**config.mk**
```make
export PLATFORM = sky130hd
export DESIGN_NAME = wbsdram_arb
export DESIGN_NICKNAME = d
export VERILOG_FILES = /design/src/rtl/wbsdram_arb.sv
export SDC_FILE = /design/constraint.sdc
export NUM_CORES = 1
export LEC_CHECK = 0
export BUFFER_PORTS_ARGS = -buffer_cell sky130_fd_sc_hd__buf_2
export CAP_MARGIN = 0
export CORE_AREA = 4 4 85 87
export DETAILED_ROUTE_END_ITERATION = 7
export DIE_AREA = 0 0 89 91
export PLACE_DENSITY = 0.83
export SLEW_MARGIN = 20
export SYNTH_ARGS = -nofsm -noshare
export SYNTH_HDL_FRONTEND = slang
export SYNTH_SLANG_ARGS = --single-unit
```
**constraint.sdc**
```tcl
create_clock -name clk -period 4.6 [get_ports clk]
set_input_delay 0 -clock clk [delete_from_list [all_inputs] [get_ports clk]]
set_output_delay 0 -clock clk [all_outputs]
set_load 0.02 [all_outputs]
```
**src/rtl/wbsdram_arb.sv**
```systemverilog
// wbsdram_arb: multi-port Wishbone B4 pipelined front end for the SDRAM controller.
// Arbitrates NPORT Wishbone slave ports onto one generic request/response bus and
// routes in-order read responses back to the issuing port via a port-ID FIFO.
//
// Ports:
//   clk, rst                     single clock, asynchronous active-high reset
//   wb_cyc_i/stb_i/we_i          per-port Wishbone control (NPORT bits each)
//   wb_adr_i/dat_i/sel_i         per-port address/write data/byte select, port p at [p*W +: W]
//   wb_dat_o/ack_o/stall_o       per-port read data, ack, stall
//   req_valid/write/addr/wdata/byteenable, req_ready   request to the controller
//   rsp_valid/rsp_rdata          in-order read data from the controller
//   err_orphan                   sticky: response arrived with no read outstanding
module wbsdram_arb #(
  parameter int unsigned NPORT     = 2,
  parameter int unsigned AW        = 24,
  parameter int unsigned DW        = 16,
  parameter int unsigned RDQ_DEPTH = 4,
  parameter int unsigned PRIO_MODE = 0
) (
  input  logic                  clk,
  input  logic                  rst,
  input  logic [NPORT-1:0]      wb_cyc_i,
  input  logic [NPORT-1:0]      wb_stb_i,
  input  logic [NPORT-1:0]      wb_we_i,
  input  logic [NPORT*AW-1:0]   wb_adr_i,
  input  logic [NPORT*DW-1:0]   wb_dat_i,
  input  logic [NPORT*DW/8-1:0] wb_sel_i,
  output logic [NPORT*DW-1:0]   wb_dat_o,
  output logic [NPORT-1:0]      wb_ack_o,
  output logic [NPORT-1:0]      wb_stall_o,
  output logic                  req_valid,
  output logic                  req_write,
  output logic [AW-1:0]         req_addr,
  output logic [DW-1:0]         req_wdata,
  output logic [DW/8-1:0]       req_byteenable,
  input  logic                  req_ready,
  input  logic                  rsp_valid,
  input  logic [DW-1:0]         rsp_rdata,
  output logic                  err_orphan
);

  localparam int unsigned PW = (NPORT > 1) ? $clog2(NPORT) : 1;
  localparam int unsigned QW = $clog2(RDQ_DEPTH);
  localparam int unsigned CW = $clog2(RDQ_DEPTH + 1);
  localparam int unsigned BW = DW / 8;

  logic [NPORT-1:0] req, elig, grant;
  logic [PW-1:0]    gidx, head;
  logic             accept, push, pop, fifo_full, fifo_empty;

  logic [PW-1:0]    rr_ptr_q, rr_ptr_d;
  logic [PW-1:0]    fifo_q [RDQ_DEPTH];
  logic [PW-1:0]    fifo_d [RDQ_DEPTH];
  logic [QW-1:0]    wr_ptr_q, wr_ptr_d, rd_ptr_q, rd_ptr_d;
  logic [CW-1:0]    fifo_cnt_q, fifo_cnt_d;
  logic [CW-1:0]    rd_cnt_q [NPORT];
  logic [CW-1:0]    rd_cnt_d [NPORT];
  logic [NPORT-1:0] ack_q, ack_d;
  logic [DW-1:0]    dat_q [NPORT];
  logic [DW-1:0]    dat_d [NPORT];
  logic             err_q, err_d;

  assign fifo_full  = (fifo_cnt_q == CW'(RDQ_DEPTH));
  assign fifo_empty = (fifo_cnt_q == '0);
  assign head       = fifo_q[rd_ptr_q];

  // Reads need FIFO room (a same-cycle pop does not count); writes wait until
  // the port has no reads in flight so its acks stay ordered.
  always_comb begin
    for (int p = 0; p < NPORT; p++) begin
      req[p]  = wb_cyc_i[p] & wb_stb_i[p];
      elig[p] = req[p] & ~rst & (wb_we_i[p] ? (rd_cnt_q[p] == '0) : ~fifo_full);
    end
  end

  always_comb begin : grant_sel
    int unsigned idx_full;
    logic [PW-1:0] idx;
    logic found;
    grant = '0;
    gidx  = '0;
    found = 1'b0;
    for (int unsigned i = 0; i < NPORT; i++) begin
      if (PRIO_MODE == 1) begin
        idx_full = i;
      end else begin
        idx_full = 32'(rr_ptr_q) + i;
        if (idx_full >= NPORT) idx_full = idx_full - NPORT;
      end
      idx = PW'(idx_full);
      if (!found && elig[idx]) begin
        grant[idx] = 1'b1;
        gidx       = idx;
        found      = 1'b1;
      end
    end
  end

  // One-hot OR mux of the granted port's payload.
  always_comb begin
    req_write      = 1'b0;
    req_addr       = '0;
    req_wdata      = '0;
    req_byteenable = '0;
    for (int p = 0; p < NPORT; p++) begin
      if (grant[p]) begin
        req_write      = req_write | wb_we_i[p];
        req_addr       = req_addr | wb_adr_i[p*AW +: AW];
        req_wdata      = req_wdata | wb_dat_i[p*DW +: DW];
        req_byteenable = req_byteenable | wb_sel_i[p*BW +: BW];
      end
    end
  end

  assign req_valid  = |grant;
  assign accept     = req_valid & req_ready;
  assign wb_stall_o = ~(grant & {NPORT{req_ready}});
  assign push       = accept & ~req_write;
  assign pop        = rsp_valid & ~fifo_empty;

  always_comb begin
    rr_ptr_d = rr_ptr_q;
    if (accept) rr_ptr_d = (gidx == PW'(NPORT - 1)) ? '0 : gidx + PW'(1);

    fifo_d = fifo_q;
    if (push) fifo_d[wr_ptr_q] = gidx;
    wr_ptr_d = push ? wr_ptr_q + QW'(1) : wr_ptr_q;
    rd_ptr_d = pop ? rd_ptr_q + QW'(1) : rd_ptr_q;

    fifo_cnt_d = fifo_cnt_q;
    case ({push, pop})
      2'b10:   fifo_cnt_d = fifo_cnt_q + CW'(1);
      2'b01:   fifo_cnt_d = fifo_cnt_q - CW'(1);
      default: fifo_cnt_d = fifo_cnt_q;
    endcase

    for (int p = 0; p < NPORT; p++) begin
      logic inc, dec;
      inc         = push && (gidx == PW'(p));
      dec         = pop && (head == PW'(p));
      rd_cnt_d[p] = rd_cnt_q[p];
      if (inc && !dec)      rd_cnt_d[p] = rd_cnt_q[p] + CW'(1);
      else if (dec && !inc) rd_cnt_d[p] = rd_cnt_q[p] - CW'(1);
    end

    // A write ack and a read ack never share a port: writes need rd_cnt == 0.
    ack_d = '0;
    if (accept && req_write) ack_d[gidx] = 1'b1;
    dat_d = dat_q;
    if (pop) begin
      ack_d[head] = wb_cyc_i[head];  // suppressed if the master abandoned the cycle
      dat_d[head] = rsp_rdata;
    end

    err_d = err_q | (rsp_valid & fifo_empty);
  end

  always_ff @(posedge clk or posedge rst) begin
    if (rst) begin
      rr_ptr_q   <= '0;
      wr_ptr_q   <= '0;
      rd_ptr_q   <= '0;
      fifo_cnt_q <= '0;
      ack_q      <= '0;
      err_q      <= 1'b0;
      for (int i = 0; i < RDQ_DEPTH; i++) fifo_q[i] <= '0;
      for (int p = 0; p < NPORT; p++) begin
        rd_cnt_q[p] <= '0;
        dat_q[p]    <= '0;
      end
    end else begin
      rr_ptr_q   <= rr_ptr_d;
      wr_ptr_q   <= wr_ptr_d;
      rd_ptr_q   <= rd_ptr_d;
      fifo_cnt_q <= fifo_cnt_d;
      ack_q      <= ack_d;
      err_q      <= err_d;
      for (int i = 0; i < RDQ_DEPTH; i++) fifo_q[i] <= fifo_d[i];
      for (int p = 0; p < NPORT; p++) begin
        rd_cnt_q[p] <= rd_cnt_d[p];
        dat_q[p]    <= dat_d[p];
      end
    end
  end

  always_comb begin
    for (int p = 0; p < NPORT; p++) wb_dat_o[p*DW +: DW] = dat_q[p];
  end

  assign wb_ack_o   = ack_q;
  assign err_orphan = err_q;

endmodule

```
## Word-level counts from Yosys, hierarchy flattened

Index checks and enable logic that the tools add are counted.

| word-level totals | value |
|---|---|
| bits in registers | 53 |
| output and inout port bits | 81 |
| word-level logic and storage cells | 148 |
| input port bits | 110 |

| cells by class | value |
|---|---|
| $lt $le $gt $ge | 15 |
| $add $sub $neg | 12 |
| muxes and demuxes | 49 |
| bitwise operators | 27 |
| equal/unequal tests | 3 |
| reduce and logical (&&, ||, !) cells | 28 |

Operators with widths:

| operator | count |
|---|---|
| 16-bit 2-to-1 mux | 3 |
| 24-bit 2-to-1 mux | 2 |
| 32-bit bitwise mux | 1 |
| 24-bit bitwise OR | 1 |
| 1-bit 2-to-1 mux | 23 |
| 16-bit demux with 1-bit select | 1 |
| 1-bit logical AND | 16 |
| 16-bit bitwise OR | 1 |
| 2-bit 2-to-1 mux | 6 |
| 3-bit 2-to-1 mux | 4 |
| 1-bit bitwise AND | 10 |
| 3-bit by 1-bit adder with 3-bit output, second input constant | 3 |
| 3-bit logical NOT | 3 |
| 3-bit by 1-bit subtractor with 3-bit output, second input constant | 3 |
| 1-bit by 2-bit < comparator with 1-bit output, second input constant | 4 |
| 3-bit >= comparator, second input constant | 2 |
| 1-bit NOT | 6 |
| 2-bit NOT with 3-bit output | 2 |
| 3-bit case mux with 2 select lines | 1 |
| 2-bit nonzero test | 3 |
| 1-bit logical NOT | 5 |
| 2-bit by 1-bit adder with 2-bit output, second input constant | 2 |
| 4-bit bitwise mux | 1 |
| 1-bit demux with 1-bit select | 4 |
| 20 further kinds | 27 |

## Depth between registers and ports, before layout

Gate-level depths: netlist (run 1).

| depth | value |
|---|---|
| depth in word-level cells | 20 |
| depth in mapped cells | 13 |
| depth with buffers taken out | 12 |

## Worst setup path before layout (run 1)

OpenSTA, ideal clock, no wires.

| path | value |
|---|---|
| path kind | register to register |
| start point | register rd_cnt_q[3] in the netlist's numbering |
| end point | register rd_cnt_q[5] in the netlist's numbering |
| path buffers | 1 |
| clock period less this slack | 3.030 ns |
| arrival time | 2.950 ns |
| required time | 4.521 ns |
| stages on the path, launching flop included | 14 |
| setup time | 0.079 ns |
| setup slack | 1.570 ns |
| path through | dfrtp_1 > o31a_1 > or4_4 > buf_6 > a211o_1 > a21boi_4 > inv_1 > nor2_1 > ha_1 > inv_1 > fa_1 > xor2_1 > nor2_1 > xor2_1 |

| between the ends | value |
|---|---|
| word-level cells in the longest chain between the ends | 18 |
| elaborated cells between the ends (all ways) | 32 |
| those cells by class | add/sub (2); mux (14); bitwise (7); reduce/logical (9) |

Ends and longest elaborated chain:

| element | line | source |
|---|---|---|
| start, declared | 56 | `logic [CW-1:0] rd_cnt_q [NPORT];` |
| start signal, assigned by index | 180 | `rd_cnt_q[p] <= rd_cnt_d[p];` |
| 3-bit logical NOT | 72 | `elig[p] = req[p] & ~rst & (wb_we_i[p] ? (rd_cnt_q[p] == '0) : ~fifo_full);` |
| 1-bit 2-to-1 mux | 72 |  |
| 1-bit bitwise AND | 72 |  |
| 1-bit 2-to-1 mux (not written as such) (2 in a row) | 91 | `if (!found && elig[idx]) begin` |
| 1-bit 2-to-1 mux | 91 |  |
| 1-bit logical NOT | 91 |  |
| 1-bit logical AND | 91 |  |
| 2-bit 2-to-1 mux | 91 |  |
| 1-bit 2-to-1 mux | 106 | `if (grant[p]) begin` |
| 1-bit bitwise OR | 107 | `req_write = req_write \| wb_we_i[p];` |
| 1-bit 2-to-1 mux | 106 |  |
| 1-bit NOT | 118 | `assign push = accept & ~req_write;` |
| 1-bit bitwise AND | 118 |  |
| 1-bit logical AND | 139 | `inc = push && (gidx == PW'(p));` |
| 1-bit logical NOT | 143 | `else if (dec && !inc) rd_cnt_d[p] = rd_cnt_q[p] - CW'(1);` |
| 1-bit logical AND | 143 |  |
| 2-bit nonzero test (no source line) | -- |  |

Several ways; a longest one is shown, not always the timed one. The select of a mux whose other input is x is not followed.
A chain may end at the register's enable or synchronous reset.

## Final worst setup path (run 1)

| path | value |
|---|---|
| start point | register rd_cnt_q[2] in the netlist's numbering |
| end point | register rd_cnt_q[2] in the netlist's numbering |

The elaborated chain is that of the path after synthesis.

==> impl_metrics.yaml, run 1 <==
timing:
  hold_viol: 0
  relSlewSlack_pct: 25.3
  fin_crit_ns: 3.23
  finalSetupViolCount: 0
  worst_pin_slew_ns: 1.12
  skew_ns: 0.00666
  rsz0062_at_grt: "false"
  max_freq_mhz: 309
  drv_slew: 0
  setup_tns_ns: 0
  fin_crit_sh_pct: 70.3
  worst_hold_slack_ns: 0.0478
clock_network:
  clk-insertion-delay-late_ns: 0.31
  cts_tree: "done"
  clkTransAtPathRegs_ns: 0.10
  cts.sinks: 53
  root_buffer: "clkbuf_8"
  numCtsBuffers: 5
  cts-resized-gates: 0
  clk_path_buf_depth: 2
  htree_levels: 2
power:
  combPwrFrac_pct: 43.7
  power.clock.fraction_pct: 15.2
  seqPwrFrac_pct: 41.2
  fin_total_pwr_mw: 1.83
  peakVddDrop_mv: 0.330
  netSwitchingPower_mw: 0.722
  p_int_mw: 1.11
  cellLeakagePower_nw: 2.22
  powerDensity_nw_per_um2: 447
  switching_share_pct: 39.4
placed_design:
  dpl.hpwl_microns: 6910
  io_buffers: 190
  place_inst: 481
  gp_congestion: 0.810
floorplanning:
  fp.dieH_microns: 91
  coreArea_sq_um: 6350
  die_area_sq_um: 8100
  pin_count: 191
  die_w_microns: 89
  num_rows: 29
  initial_core_util_pct: 44.3
route:
  via_count: 2593
  antenna_left: 0
  via_per_inst: 5.09
  routedWlPerCell_microns: 17.6
  wirelength_microns: 8960
  first_pass_iters: 4
  dr.first_iter.drc_count: 90
  route.detailed.drc: 0
worst_setup_path:
  path_max_fanout: 19
  cp_num_buf_inv: 1
  crit_family: "compound AO/OA/AOI/OAI gates"
  startpoint_type: "flip-flop"
  cp-end-kind: "flip-flop"
  cpPeakStageDelay_ns: 0.63
  required_ns: 4.85
  slowest_stage: "o21a_1"
  path_common_cell: "xor2_1"
  path_cells: "o31a_1 > nor3_1 > o21a_1 > and2_1 > ha_1 > inv_1 > fa_1 > xor2_1 > nor2_1 > xor2_1"
  setup.worst_path.class: "reg2reg"
  arrival_ns: 3.48
synth:
  synthCells: 228
  ys_ff_latch: 53
  yosysWarningCount: 0
  synth_nets: 348
  ys_types: 35
  syn_area_per_cell_sq_um: 12.3
  syn_area_sq_um: 2810
  yosysSeqAreaShare_pct: 47.1
cells_and_area:
  final_common_cell: "buf_2"
  most-common-layout-cells: "buf_2 (190), dfrtp_1 (53), a22o_1 (44)"
  finalNonFillerCells: 509
  final_nets: 550
  area_delta_synth_final_pct: 45.5
  layout-drive-gt1-share_pct: 56.6
grt:
  grt_max_degree: 54
  grt_pass1_vias: 2743
  grtUsageTotal_pct: 21.3
  grt_pass1_wl_microns: 13400
  grt.overflow.total: 0
  antenna_found_initial: 2
run:
  drv_cap: 0
min_path:
  hold_path_class: "in2reg"
run_status:
  status: "finished clean"
power by group through the flow:
stage	registers (mW)	clock network [mW]	logic (mW)
2_1_floorplan	0.872	0	0.403
3_3_place_gp	0.749	0	0.763
3_5_place_dp	0.763	0	0.791
4_1_cts	0.755	0.282	0.805
5_1_grt	0.783	0.305	0.876
6_report	0.754	0.278	0.800
state kept, by name, indices dropped and copies added (netlist names):
| name | count |
|---|---|
| fifo_cnt_q | 3 |
| fifo_q | 4 |
| rd_cnt_q | 6 |
| err_orphan | 1 |
| wb_ack_o | 2 |
| rd_ptr_q | 2 |
| wr_ptr_q | 2 |
| wb_dat_o | 32 |
| rr_ptr_q | 1 |
Yosys cell counts (all sizes together):
cell	count	area share, %
a211o	1	0.31
a21boi	1	0.67
a21o	1	0.27
a21oi	6	1.2
a22o	44	14
a31oi	1	0.22
a41o	1	0.36
and2	1	0.22
and3	1	0.22
buf	10	2.0
clkbuf	6	0.80
dfrtp	53	47
fa	3	2.1
ha	7	3.1
inv	11	1.5
mux2	39	16
mux2i	1	0.36
mux4	1	0.80
nand2	9	1.2
nand2b	1	0.22
nand3b	1	0.27
nor2	4	0.53
nor2b	2	0.44
nor3	3	0.53
nor3b	1	0.27
nor4b	2	0.62
o21a	1	0.27
o21ai	1	0.31
o31a	2	0.62
or4	1	0.40
xnor2	5	1.6
xor2	7	2.2
stage by stage:
| stage | util [%] | setup WS, ns | area (sq um) |
|---|---|---|---|
| 4_1_cts | 64.3 | 1.37 | 4080 |
| 3_3_place_gp | 59.9 | 1.51 | 3800 |
| 2_1_floorplan | - | 1.57 | 2810 |
| 6_report | 64.5 | 1.37 | 4090 |
| 5_1_grt | 64.5 | 1.11 | 4090 |
| 3_5_place_dp | 59.9 | 1.38 | 3800 |
worst paths after layout:
check | depth (start not counted) | to | from | slack [ns]
max | 10 | rd_cnt_q[2]$_DFFE_PP0P_ | rd_cnt_q[2]$_DFFE_PP0P_ | 1.37
min | 2 | rr_ptr_q$_DFFE_PP0P_ | req_ready | 0.05
max reg2reg | 10 | rd_cnt_q[2]$_DFFE_PP0P_ | rd_cnt_q[2]$_DFFE_PP0P_ | 1.37
min reg2reg | 1 | err_orphan$_DFF_PP0_ | err_orphan$_DFF_PP0_ | 0.47
max in group asynchronous | 3 | wr_ptr_q[0]$_DFFE_PP0P_ | rst | 3.65
min in group asynchronous | 3 | wb_ack_o[0]$_DFF_PP0_ | rst | 0.39
metal layers:
layer / GRT usage, % / vias to the layer above / part of all wire (%)
li1: - / 1235 / -
met1: 23.8 / 1213 / 36
met2: 38.2 / 134 / 51
met3: 7.69 / 9 / 12
met4: 4.84 / 2 / 0.98
met5: 0 / - / 0.15
kinds of logic (layout without fill, tap and decap cells):
| family | count (synthesis) | after routing | share of synthesized area [%] |
|---|---|---|---|
| other cells | 0 | 1 | 0 |
| xor+xnor | 12 | 12 | 3.73 |
| compound gates | 59 | 59 | 17.9 |
| fa+ha+maj | 10 | 10 | 5.25 |
| simple gates | 26 | 26 | 4.94 |
| mux | 41 | 41 | 16.8 |
| flops | 53 | 53 | 47.1 |
| buf+inv | 27 | 230 | 4.27 |
what timing repair did:
action	CTS	global route
hold buffers	18	1
setup buffers	0	0
hold endpoints to repair	34	53
area by class of cell:
type / instances / area (sq um)
clock buffer: 5 / 68.8
clock inverter: 3 / 26.3
antenna: 1 / 2.50
timing repair buffer: 211 / 1160
multi-input combinational: 148 / 1380
fill: 514 / 2260
inverter: 11 / 42.5
tap: 77 / 96.3
sequential: 53 / 1330
No activity file was read; power rests on OpenSTA's default activity.
==> run 2: changes to the inputs <==
--- a/config.mk
+++ b/config.mk
@@ -7,10 +7,10 @@
 export LEC_CHECK = 0
 export BUFFER_PORTS_ARGS = -buffer_cell sky130_fd_sc_hd__buf_2
 export CAP_MARGIN = 0
-export CORE_AREA = 4 4 85 87
+export CORE_AREA = 4 4 87 89
 export DETAILED_ROUTE_END_ITERATION = 7
-export DIE_AREA = 0 0 89 91
-export PLACE_DENSITY = 0.83
+export DIE_AREA = 0 0 91 93
+export PLACE_DENSITY = 0.8
 export SLEW_MARGIN = 20
 export SYNTH_ARGS = -nofsm -noshare
 export SYNTH_HDL_FRONTEND = slang
==> constraint.sdc (replaced) <==
create_clock -name clk -period 3.1 [get_ports clk]
set_input_delay 0 -clock clk [delete_from_list [all_inputs] [get_ports clk]]
set_output_delay 0 -clock clk [all_outputs]
set_load 0.02 [all_outputs]
==> impl_metrics.yaml, run 2 (synthesis gave the netlist of run 1 again) <==
cells_and_area:
  largest_reg_flops: 32
  final_nets: 558
  diodes: 0
  layout-drive-gt1-share_pct: 59.5
  final_common_cell: "buf_2"
  most-common-layout-cells: "buf_2 (190), dfrtp_1 (53), a22o_1 (44)"
  fill_cells: 556
  postLayoutCellArea_sq_um: 4200
  final_util_pct: 62.1
  finalNonFillerCells: 519
  area_delta_synth_final_pct: 49.1
floorplanning:
  initial_core_util_pct: 41.6
  pin_count: 191
  fp.dieH_microns: 93
  num_rows: 30
  die_w_microns: 91
  coreArea_sq_um: 6760
  die_area_sq_um: 8460
worst_setup_path:
  cp-end-kind: "flip-flop"
  crit_family: "simple AND/OR/NAND/NOR gates"
  startpoint_type: "flip-flop"
  setup.worst_path.class: "reg2reg"
  cpPeakStageDelay_ns: 0.52
  arrival_ns: 3.22
  path_cells: "o31a_1 > or4_4 > a211o_4 > a21boi_4 > and2_4 > ha_2 > inv_1 > fa_1 > xor2_1 > nor2_1 > xor2_1"
  path_common_cell: "xor2_1"
  required_ns: 3.35
  path_max_fanout: 3
  cp_num_buf_inv: 1
  slowest_stage: "or4_4"
clock_network:
  cts.sinks: 53
  clkTransAtPathRegs_ns: 0.11
  clk_path_buf_depth: 2
  root_buffer: "clkbuf_8"
  clk-insertion-delay-late_ns: 0.32
  cts_tree: "done"
  numCtsBuffers: 5
  htree_levels: 2
power:
  seqPwrFrac_pct: 40.8
  power.clock.fraction_pct: 15.4
  combPwrFrac_pct: 43.7
  switching_share_pct: 39.7
  cellLeakagePower_nw: 2.27
  netSwitchingPower_mw: 1.10
  p_int_mw: 1.67
  peakVddDrop_mv: 0.521
  powerDensity_nw_per_um2: 660
  fin_total_pwr_mw: 2.77
route:
  route.detailed.drc: 0
  wirelength_microns: 9070
  via_per_inst: 5.15
  first_pass_iters: 4
  dr.first_iter.drc_count: 101
  routedWlPerCell_microns: 17.5
  via_count: 2673
  antenna_left: 0
timing:
  fin_crit_sh_pct: 95.9
  worst_hold_slack_ns: 0.0335
  skew_ns: 0.0111
  hold_viol: 0
  drv_slew: 0
  relSlewSlack_pct: 39.3
  max_freq_mhz: 336
  finalSetupViolCount: 0
  worst_pin_slew_ns: 0.909
  fin_crit_ns: 2.97
grt:
  grt_pass1_vias: 2799
  antenna_found_initial: 0
  grt.overflow.total: 0
  grt_pass1_wl_microns: 14100
  grtUsageTotal_pct: 20.6
  grt_max_degree: 54
min_path:
  hold_path_class: "in2reg"
placed_design:
  place_inst: 489
  gp_congestion: 0.852
  dpl-instance-area_sq_um: 3850
  io_buffers: 190
  dpl.hpwl_microns: 6860
run:
  drv_cap: 0
run_status:
  status: "finished clean"
## run 2: metal layers
layer | vias up | GRT usage, % | part of all wire [%]
li1 | 1254 | - | -
met1 | 1282 | 23.3 | 38
met2 | 127 | 38.7 | 53
met3 | 10 | 4.83 | 7.6
met4 | 0 | 5.40 | 1.1
met5 | - | 0 | 0
## run 2: worst paths after layout
kind	slack [ns]	startpoint	cells past startpoint	end
max	0.13	rd_cnt_q[3]$_DFFE_PP0P_	11	rd_cnt_q[2]$_DFFE_PP0P_
min	0.03	req_ready	2	rr_ptr_q$_DFFE_PP0P_
max reg2reg	0.13	rd_cnt_q[3]$_DFFE_PP0P_	11	rd_cnt_q[2]$_DFFE_PP0P_
min reg2reg	0.48	err_orphan$_DFF_PP0_	1	err_orphan$_DFF_PP0_
max in group asynchronous	2.14	rst	3	rd_cnt_q[1]$_DFFE_PP0P_
min in group asynchronous	0.40	rst	3	fifo_cnt_q[2]$_DFFE_PP0P_
## run 2: per-stage QoR
stage	TNS, ns	worst slack (ns)
3_5_place_dp	0	0.0648
4_1_cts	0	0.0364
5_1_grt	-0.0396	-0.0237
6_report	0	0.126
2_1_floorplan	0	0.0704
3_3_place_gp	0	0.128
## run 2: final cells by class
| cell class | count | area (sq um) | area share [%] |
|---|---|---|---|
| Timing Repair Buffer | 219 | 1220 | 29.0 |
| Sequential cell | 53 | 1330 | 31.6 |
| Multi-Input combinational cell | 148 | 1410 | 33.6 |
| Inverter | 11 | 42.5 | 1.01 |
| Clock buffer | 5 | 68.8 | 1.64 |
| Tap cell | 80 | 100 | 2.39 |
| Clock inverter | 3 | 33.8 | 0.805 |
## run 2: timing repair
action,in CTS,in global routing
setup endpoints to repair,0,5
hold buffers,18,1
gates resized for setup,0,8
hold endpoints to repair,34,53
buffers inserted,0,3
## run 2: worst reg2reg max path, cell delays in order (launching register included)
cell and delay (ns):
dfrtp_1 0.43, o31a_1 0.29, or4_4 0.52, a211o_4 0.30, a21boi_4 0.17, and2_4 0.16, ha_2 0.17, inv_1 0.05
fa_1 0.37, xor2_1 0.17, nor2_1 0.12, xor2_1 0.15
## run 2: power by group through the flow
stage                     registers (mW)  clock network (mW)  logic (mW)
after floorplan                     1.29                   0       0.598
after global placement              1.12                   0        1.14
after detailed placement            1.14                   0        1.18
after CTS                           1.13               0.436        1.20
after global routing                1.17               0.466        1.32
final                               1.13               0.427        1.21
